### src/rtl/uart_tx_arbiter.sv
// Round-robin arbiter feeding one uart_tx serializer from NUM_REQ byte producers.
// Optional packet lock (UART_ARB_LOCK_EN) keeps the line with one requester.
module uart_tx_arbiter #(
   parameter  int NUM_REQ    = 4,
   parameter  int GAP_CYCLES = 87,
   localparam int IDW        = $clog2(NUM_REQ)
) (
   input  logic                 i_clk,
   input  logic                 i_rst,
   input  logic [NUM_REQ-1:0]   i_req,
   input  logic [8*NUM_REQ-1:0] i_byte,
   output logic [NUM_REQ-1:0]   o_ack,
   output logic [NUM_REQ-1:0]   o_done,
   output logic                 o_Tx_Dv,
   output logic [7:0]           o_Tx_Byte,
   input  logic                 i_Tx_Active,
   input  logic                 i_Tx_Done,
`ifdef UART_ARB_LOCK_EN
   input  logic [NUM_REQ-1:0]   i_lock,
`endif
   output logic                 o_busy,
   output logic [IDW-1:0]       o_grant_id
);

   localparam int CW     = (GAP_CYCLES > 0) ? $clog2(GAP_CYCLES + 1) : 1;
   localparam int GAP_LD = (GAP_CYCLES > 0) ? GAP_CYCLES - 1 : 0;

   typedef enum logic [1:0] {IDLE, SEND, GAP} state_t;

   state_t               state_q, state_d;
   logic [IDW-1:0]       rr_q, rr_d;
   logic [IDW-1:0]       gid_q, gid_d;
   logic [7:0]           byte_q, byte_d;
   logic                 dv_q, dv_d;
   logic [NUM_REQ-1:0]   ack_q, ack_d;
   logic [NUM_REQ-1:0]   done_q, done_d;
   logic [CW-1:0]        cnt_q, cnt_d;
   logic [NUM_REQ-1:0]   elig;
   logic                 found;
   logic [IDW-1:0]       sel;
   logic [IDW-1:0]       rr_nxt;
   logic                 keep_lock;
`ifdef UART_ARB_LOCK_EN
   logic                 lk_q, lk_d;
   logic [IDW-1:0]       lkid_q, lkid_d;
`endif

   // A held lock narrows the eligible set to the owner only.
   always_comb begin
      elig      = i_req;
      keep_lock = 1'b0;
`ifdef UART_ARB_LOCK_EN
      if (lk_q && i_lock[lkid_q])
         elig = i_req & (NUM_REQ'(1) << lkid_q);
      keep_lock = i_lock[gid_q];
`endif
   end

   always_comb begin
      int j;
      found = 1'b0;
      sel   = '0;
      j     = 0;
      for (int i = 0; i < NUM_REQ; i++) begin
         j = int'(rr_q) + i;
         if (j >= NUM_REQ)
            j = j - NUM_REQ;
         if (!found && elig[IDW'(j)]) begin
            found = 1'b1;
            sel   = IDW'(j);
         end
      end
   end

   assign rr_nxt = (gid_q == IDW'(NUM_REQ - 1)) ? '0 : gid_q + 1'b1;

   always_comb begin
      state_d = state_q;
      rr_d    = rr_q;
      gid_d   = gid_q;
      byte_d  = byte_q;
      dv_d    = 1'b0;
      ack_d   = '0;
      done_d  = '0;
      cnt_d   = cnt_q;
`ifdef UART_ARB_LOCK_EN
      lk_d    = lk_q;
      lkid_d  = lkid_q;
`endif
      unique case (state_q)
         IDLE: begin
`ifdef UART_ARB_LOCK_EN
            if (lk_q && !i_lock[lkid_q])
               lk_d = 1'b0;
`endif
            if (found && !i_Tx_Active) begin
               dv_d       = 1'b1;
               ack_d[sel] = 1'b1;
               gid_d      = sel;
               byte_d     = i_byte[8*sel +: 8];
               state_d    = SEND;
            end
         end
         SEND: begin
            if (i_Tx_Done) begin
               done_d[gid_q] = 1'b1;
               if (!keep_lock)
                  rr_d = rr_nxt;
`ifdef UART_ARB_LOCK_EN
               lk_d   = keep_lock;
               lkid_d = gid_q;
`endif
               cnt_d   = CW'(GAP_LD);
               state_d = (GAP_CYCLES > 0) ? GAP : IDLE;
            end
         end
         GAP: begin
            if (cnt_q == '0)
               state_d = IDLE;
            else
               cnt_d = cnt_q - 1'b1;
         end
         default: state_d = IDLE;
      endcase
   end

   always_ff @(posedge i_clk or posedge i_rst) begin
      if (i_rst) begin
         state_q <= IDLE;
         rr_q    <= '0;
         gid_q   <= '0;
         byte_q  <= 8'h00;
         dv_q    <= 1'b0;
         ack_q   <= '0;
         done_q  <= '0;
         cnt_q   <= '0;
`ifdef UART_ARB_LOCK_EN
         lk_q    <= 1'b0;
         lkid_q  <= '0;
`endif
      end else begin
         state_q <= state_d;
         rr_q    <= rr_d;
         gid_q   <= gid_d;
         byte_q  <= byte_d;
         dv_q    <= dv_d;
         ack_q   <= ack_d;
         done_q  <= done_d;
         cnt_q   <= cnt_d;
`ifdef UART_ARB_LOCK_EN
         lk_q    <= lk_d;
         lkid_q  <= lkid_d;
`endif
      end
   end

   assign o_ack      = ack_q;
   assign o_done     = done_q;
   assign o_Tx_Dv    = dv_q;
   assign o_Tx_Byte  = byte_q;
   assign o_busy     = (state_q != IDLE);
   assign o_grant_id = gid_q;

endmodule

### config.mk
export PLATFORM = sky130hd
export DESIGN_NAME = uart_tx_arbiter
export DESIGN_NICKNAME = d
export VERILOG_FILES = /design/src/rtl/uart_tx_arbiter.sv
export SDC_FILE = /design/constraint.sdc
export NUM_CORES = 1
export LEC_CHECK = 0
export CORE_AREA = 2 2 62 64
export CTS_BUF_LIST = sky130_fd_sc_hd__clkbuf_8
export DETAILED_ROUTE_END_ITERATION = 12
export DIE_AREA = 0 0 64 66
export PLACE_DENSITY_LB_ADDON = 0.08
export SLEW_MARGIN = 20
export SYNTH_ARGS = -nofsm -noshare
export SYNTH_HDL_FRONTEND = slang
export SYNTH_SLANG_ARGS = --single-unit
### constraint.sdc
create_clock -name i_clk -period 4 [get_ports i_clk]
set_input_delay 0.4 -clock i_clk [delete_from_list [all_inputs] [get_ports i_clk]]
set_output_delay 0.4 -clock i_clk [all_outputs]
set_load 0.02 [all_outputs]
==> flow_summary.yaml <==
status:
  status: "finished clean"
route:
  drt_iter0_drc: 59
  routed_wl_um: 3870
  ant_nets: 0
  vias: 1390
  drcViolationCount: 0
  via_per_inst: 5.15
  wl_per_cell_um: 14.3
  drt_pass1_iterations: 4
sta:
  fin_crit_sh: 0.535
  period_needed_ns: 2.14
  finClkSkew_ns: 0.0123
  rsz0062_at_grt: "false"
  slew-limit-headroom: 0.564
  drv_slew: 0
  worst_slack_ns: 1.86
  clock.fmax_ghz: 0.467
  finalSetupViolations: 0
  tightestPinTransition_ns: 0.654
  fin_tns_setup_ns: 0
  hold_violations: 0
yosys:
  synthTopCellsByCount: "dfrtp_1, nand2_1, nor2_1, a211oi_1, nor3_1"
  syn_inst: 162
  synth.avg_cell_area_um2: 10.4
  muxShareOfSynthArea: 0.0534
  ys_top_cells_by_area: "dfrtp_1, a211oi_1, mux2i_1"
  synth_top_area_share: 0.445
  synth-adder-area-share: 0.0371
  synth.distinct_cells: 38
  synth-seq-area-share: 0.445
  yosysWarnings: 0
  synth.most_common_cell: "dfrtp_1"
  synth_nets: 207
  synth-xor-area-share: 0.0104
  netlist_area_mm2: 0.00169
  yosysTopAreaCell: "dfrtp_1"
  async_flop_share: 1.00
  synth-simple-area-share: 0.214
  synth_compound_area_frac: 0.165
  synth_edf_count: 0
  synth-main-ff-cell: "dfrtp_1"
  synth_top_family_by_area: "simple AND/OR/NAND/NOR gates"
  yosys_register_bits: 30
pwr:
  leakagePower_nw: 1.00
  power_w: 0.00141
  cellPowerDensity_mw_per_mm2: 605
  vdd_drop_max_v: 0.000277
critical_path:
  cp_max_fo: 18
  setup.worst_path.end_class: "flip-flop"
  cp_data_required_time_ns: 4.13
  startpoint_type: "input port"
  worstSetupPathType: "in -> reg"
  arrival_ns: 2.27
global_route:
  grt_pass1_vias: 1364
  antenna_found_initial: 0
  gr-total-overflow: 0
  grt_pass1_wl_um: 6400
  grt_usage: 0.198
  grt_max_degree: 31
cts:
  cts_setup_buffers: 0
  path_clk_slew_ns: 0.07
  cts_hold_buf: 0
  clock-sinks: 30
  htreeDepth: 2
  cts-resized-gates: 0
  cts_root_buffer: "clkbuf_8"
  numCtsBuffers: 5
  clk_path_buf_depth: 2
  clk_latency_ns: 0.28
  cts_tree: "built"
place:
  dp_cells: 263
  place_hpwl_um: 3000
  io_buffer_count: 59
  pre_cts_ws_ns: 1.57
  gp_congestion: 0.814
floorplan:
  core_area_mm2: 0.00355
  fp.dieArea_mm2: 0.00422
  num_io_pins: 60
  start_util: 0.475
  die_y_um: 66
  num_rows: 22
  fp.dieW_um: 64
layout:
  num_antenna_cells: 0
  final_cells: 270
  area_growth_pct: 38.6
  fill_cells: 287
  fin_nets: 267
  drive_above_1_share: 0.0991
run:
  max-cap-violations: 0
hold_path:
  hp-class: "in -> async"
==> power breakdown <==
group	internal, W	switching (W)	leakage, nW
clock	0.000116	0.000109	0.0438
combinational	0.000318	0.000368	0.594
sequential	0.000412	0.0000923	0.367
==> cells in the final DEF, fill, tap and decap left out, drive strengths merged <==
cell type      netlist  final
inv                  8      8
a21oi                2      2
a21o                 2      2
nand2b               3      3
o41ai                2      2
nand3                4      4
clkinv               1      3
and2                 4      4
or2b                 1      1
ha                   5      5
o21ai                6      6
xnor2                2      2
nand2               18     18
mux2i                9      9
clkdlybuf4s50        0     59
or4                  1      1
a311oi               1      1
or3b                 1      1
and2b                2      2
nor4                 2      2
and3                 1      1
dfrtp               30     30
o31ai                1      1
nand3b               1      1
o211ai               1      1
nor2                15     15
a211oi              16     16
or3                  3      3
clkbuf               0      5
nor3                10     10
or2                  4      4
==> layer usage <==
layer / GRT usage / part of all wire
met5: 0 / 0
met4: 0.0761 / 0.015
met3: 0.0613 / 0.043
met2: 0.315 / 0.50
met1: 0.252 / 0.44
==> sequential cells by signal (all words and copies together), names as in the netlist <==
register	flops
rr_q	2
o_Tx_Byte	8
o_grant_id	2
o_done	4
o_Tx_Dv	1
cnt_q	7
o_ack	4
state_q	2
==> critical path, stage by stage <==
cell and delay (ns):
clkdlybuf4s50_1 0.59, nand3b_2 0.28, nand3_2 0.45, a211oi_1 0.44, a211oi_1 0.10
==> kinds of logic after synthesis <==
| family | Yosys count |
|---|---|
| mux | 9 |
| compound gates | 31 |
| simple gates | 70 |
| buf+inv | 15 |
| fa+ha+maj | 5 |
| xor+xnor | 2 |
| flops | 30 |
==> area by class of cell <==
class                      count  area (um2)  share of cell area
inverter                       9        46.3              0.0198
timing repair buffer          59         591               0.253
clock buffer                   5        68.8              0.0294
tap                           48        60.1              0.0257
sequential                    30         751               0.321
multi-input combinational    117         811               0.347
clock inverter                 2        10.0             0.00428
==> worst paths after layout <==
kind	depth (start not counted)	slack (ns)	startpoint	to
setup reg to reg	7	2.00	cnt_q[0]	cnt_q[5]
max in group asynchronous	2	3.07	i_rst	cnt_q[1]
min in group i_clk	1	0.54	cnt_q[0]	cnt_q[0]
hold reg to reg	1	0.54	cnt_q[0]	cnt_q[0]
hold / removal	2	0.52	i_rst	cnt_q[2]
setup / recovery	5	1.86	i_req[3]	o_Tx_Byte[7]
==> metrics by stage <==
stage               cell area (um2)   util  hold WS, ns
detailed placement             2260  0.636        0.543
global placement               2260  0.636        0.504
CTS                            2340  0.658        0.548
global route                   2340  0.658        0.562
finish                         2340  0.658        0.519
floorplan                      1690      -        0.473
Note: power is estimated with default switching activity, not from simulation.
==> patch: new RTL, config.mk and constraints unchanged <==
Re-encode `state_t` (3 states) as one-hot, 3 bits wide.
--- a/src/rtl/uart_tx_arbiter.sv
+++ b/src/rtl/uart_tx_arbiter.sv
@@ -27,3 +27,3 @@
 
-   typedef enum logic [1:0] {IDLE, SEND, GAP} state_t;
+   typedef enum logic [2:0] {IDLE = 3'b001, SEND = 3'b010, GAP = 3'b100} state_t;
 
Function: no difference found for any inputs over 10 cycles, from zero or initial values and one cycle with i_rst high; not proved beyond that.
==> patch against the original RTL <==
  * Worst setup slack got worse by 0.40 ns
  * Cell count increased by 3.3%
  * Power increased by 2.3%
  * Sequential cell count increased by 1
  * First-iteration DRC count increased by 100%
  * Sequential power increased by 3%
  * Wire length increased by 2.1%
  * Cell area increased by 3.6%
  * Synthesized area decreased by 0.22%
  * Die area unchanged
==> patch: results (changes against the original RTL) <==
[sta]
finClkSkew_ns = 0.00612  ; -0.00615 ns
worst_hold_slack_ns = 0.511  ; -0.00720 ns
slew_headroom_pct = 56.1  ; -0.32 points

[run_status]
status = finished, final reports clean

[synthesis]
yosysSeqAreaShare_pct = 46.2  ; +1.7 points
synthCells = 171  ; +5.6%
synth_cell_type_count = 37  ; -2.6%
synth_commonest_cells = 30 x dfrtp_1, 19 x nand2_1, 11 x nor2_1, 10 x o211ai_1, 10 x o31ai_1

[min_path]
hold_path_class = flop to flop

[final_layout]
drive_gt1_share_pct = 6.49  ; -3.4 points

[global_routing]
grt_usage_pct = 20.2  ; +0.44 points
grt_pass1_wl_um = 6640  ; +3.8%
grt_max_degree = 32  ; +3.2%

[power]
power_leakage_nw = 1.06  ; +5.8%
pwr_density_cell_mw_per_mm2 = 598  ; -1.3%
seq_power_mw = 0.517  ; +3%
vdd_drop_max_mv = 0.307  ; +11%
power.switching_mw = 0.531  ; -6.6%
clockPowerShare_pct = 21.7  ; +5.8 points

[critical_path]
cp_max_fo = 11  ; -7
max_stage_delay_ns = 0.62  ; +0.03 ns
worstReg2RegStart = state_q[0]

[detailed_routing]
drtIter0Drc = 118  ; +100%

[place]
hpwl_um = 3120  ; +3.7%
postPlaceCellArea_mm2 = 0.00230  ; +2.0%

==> patch: layer usage <==
metal | vias up | part of all wire [%] | routed length (um) | global-route usage, %
li1 | 728 | - | - | -
met1 | 730 | 42 | 1640 | 23.5
met2 | 54 | 53 | 2080 | 37.6
met3 | 4 | 4.9 | 193 | 3.07
met4 | 0 | 1.1 | 42 | 7.34
met5 | - | 0 | 0 | 0
==> patch: area by class of cell <==
class / count / area [um2] / area share [%]
multi-input combinational: 126 / 847 / 35.0
clock inverter: 2 / 35.0 / 1.45
clock buffer: 6 / 82.6 / 3.41
sequential: 31 / 777 / 32.1
timing repair buffer: 60 / 598 / 24.7
tap: 48 / 60.1 / 2.48
inverter: 6 / 22.5 / 0.930
==> patch: cell families after synthesis <==
logic type	share of synthesized area, %
AOI/OAI and AO/OA	20.0
xor gates and xnor gates	2.08
adders and majority gates	3.72
buffers and inverters	3.49
DFF	46.2
muxes	4.76
and+or+nand+nor	19.8
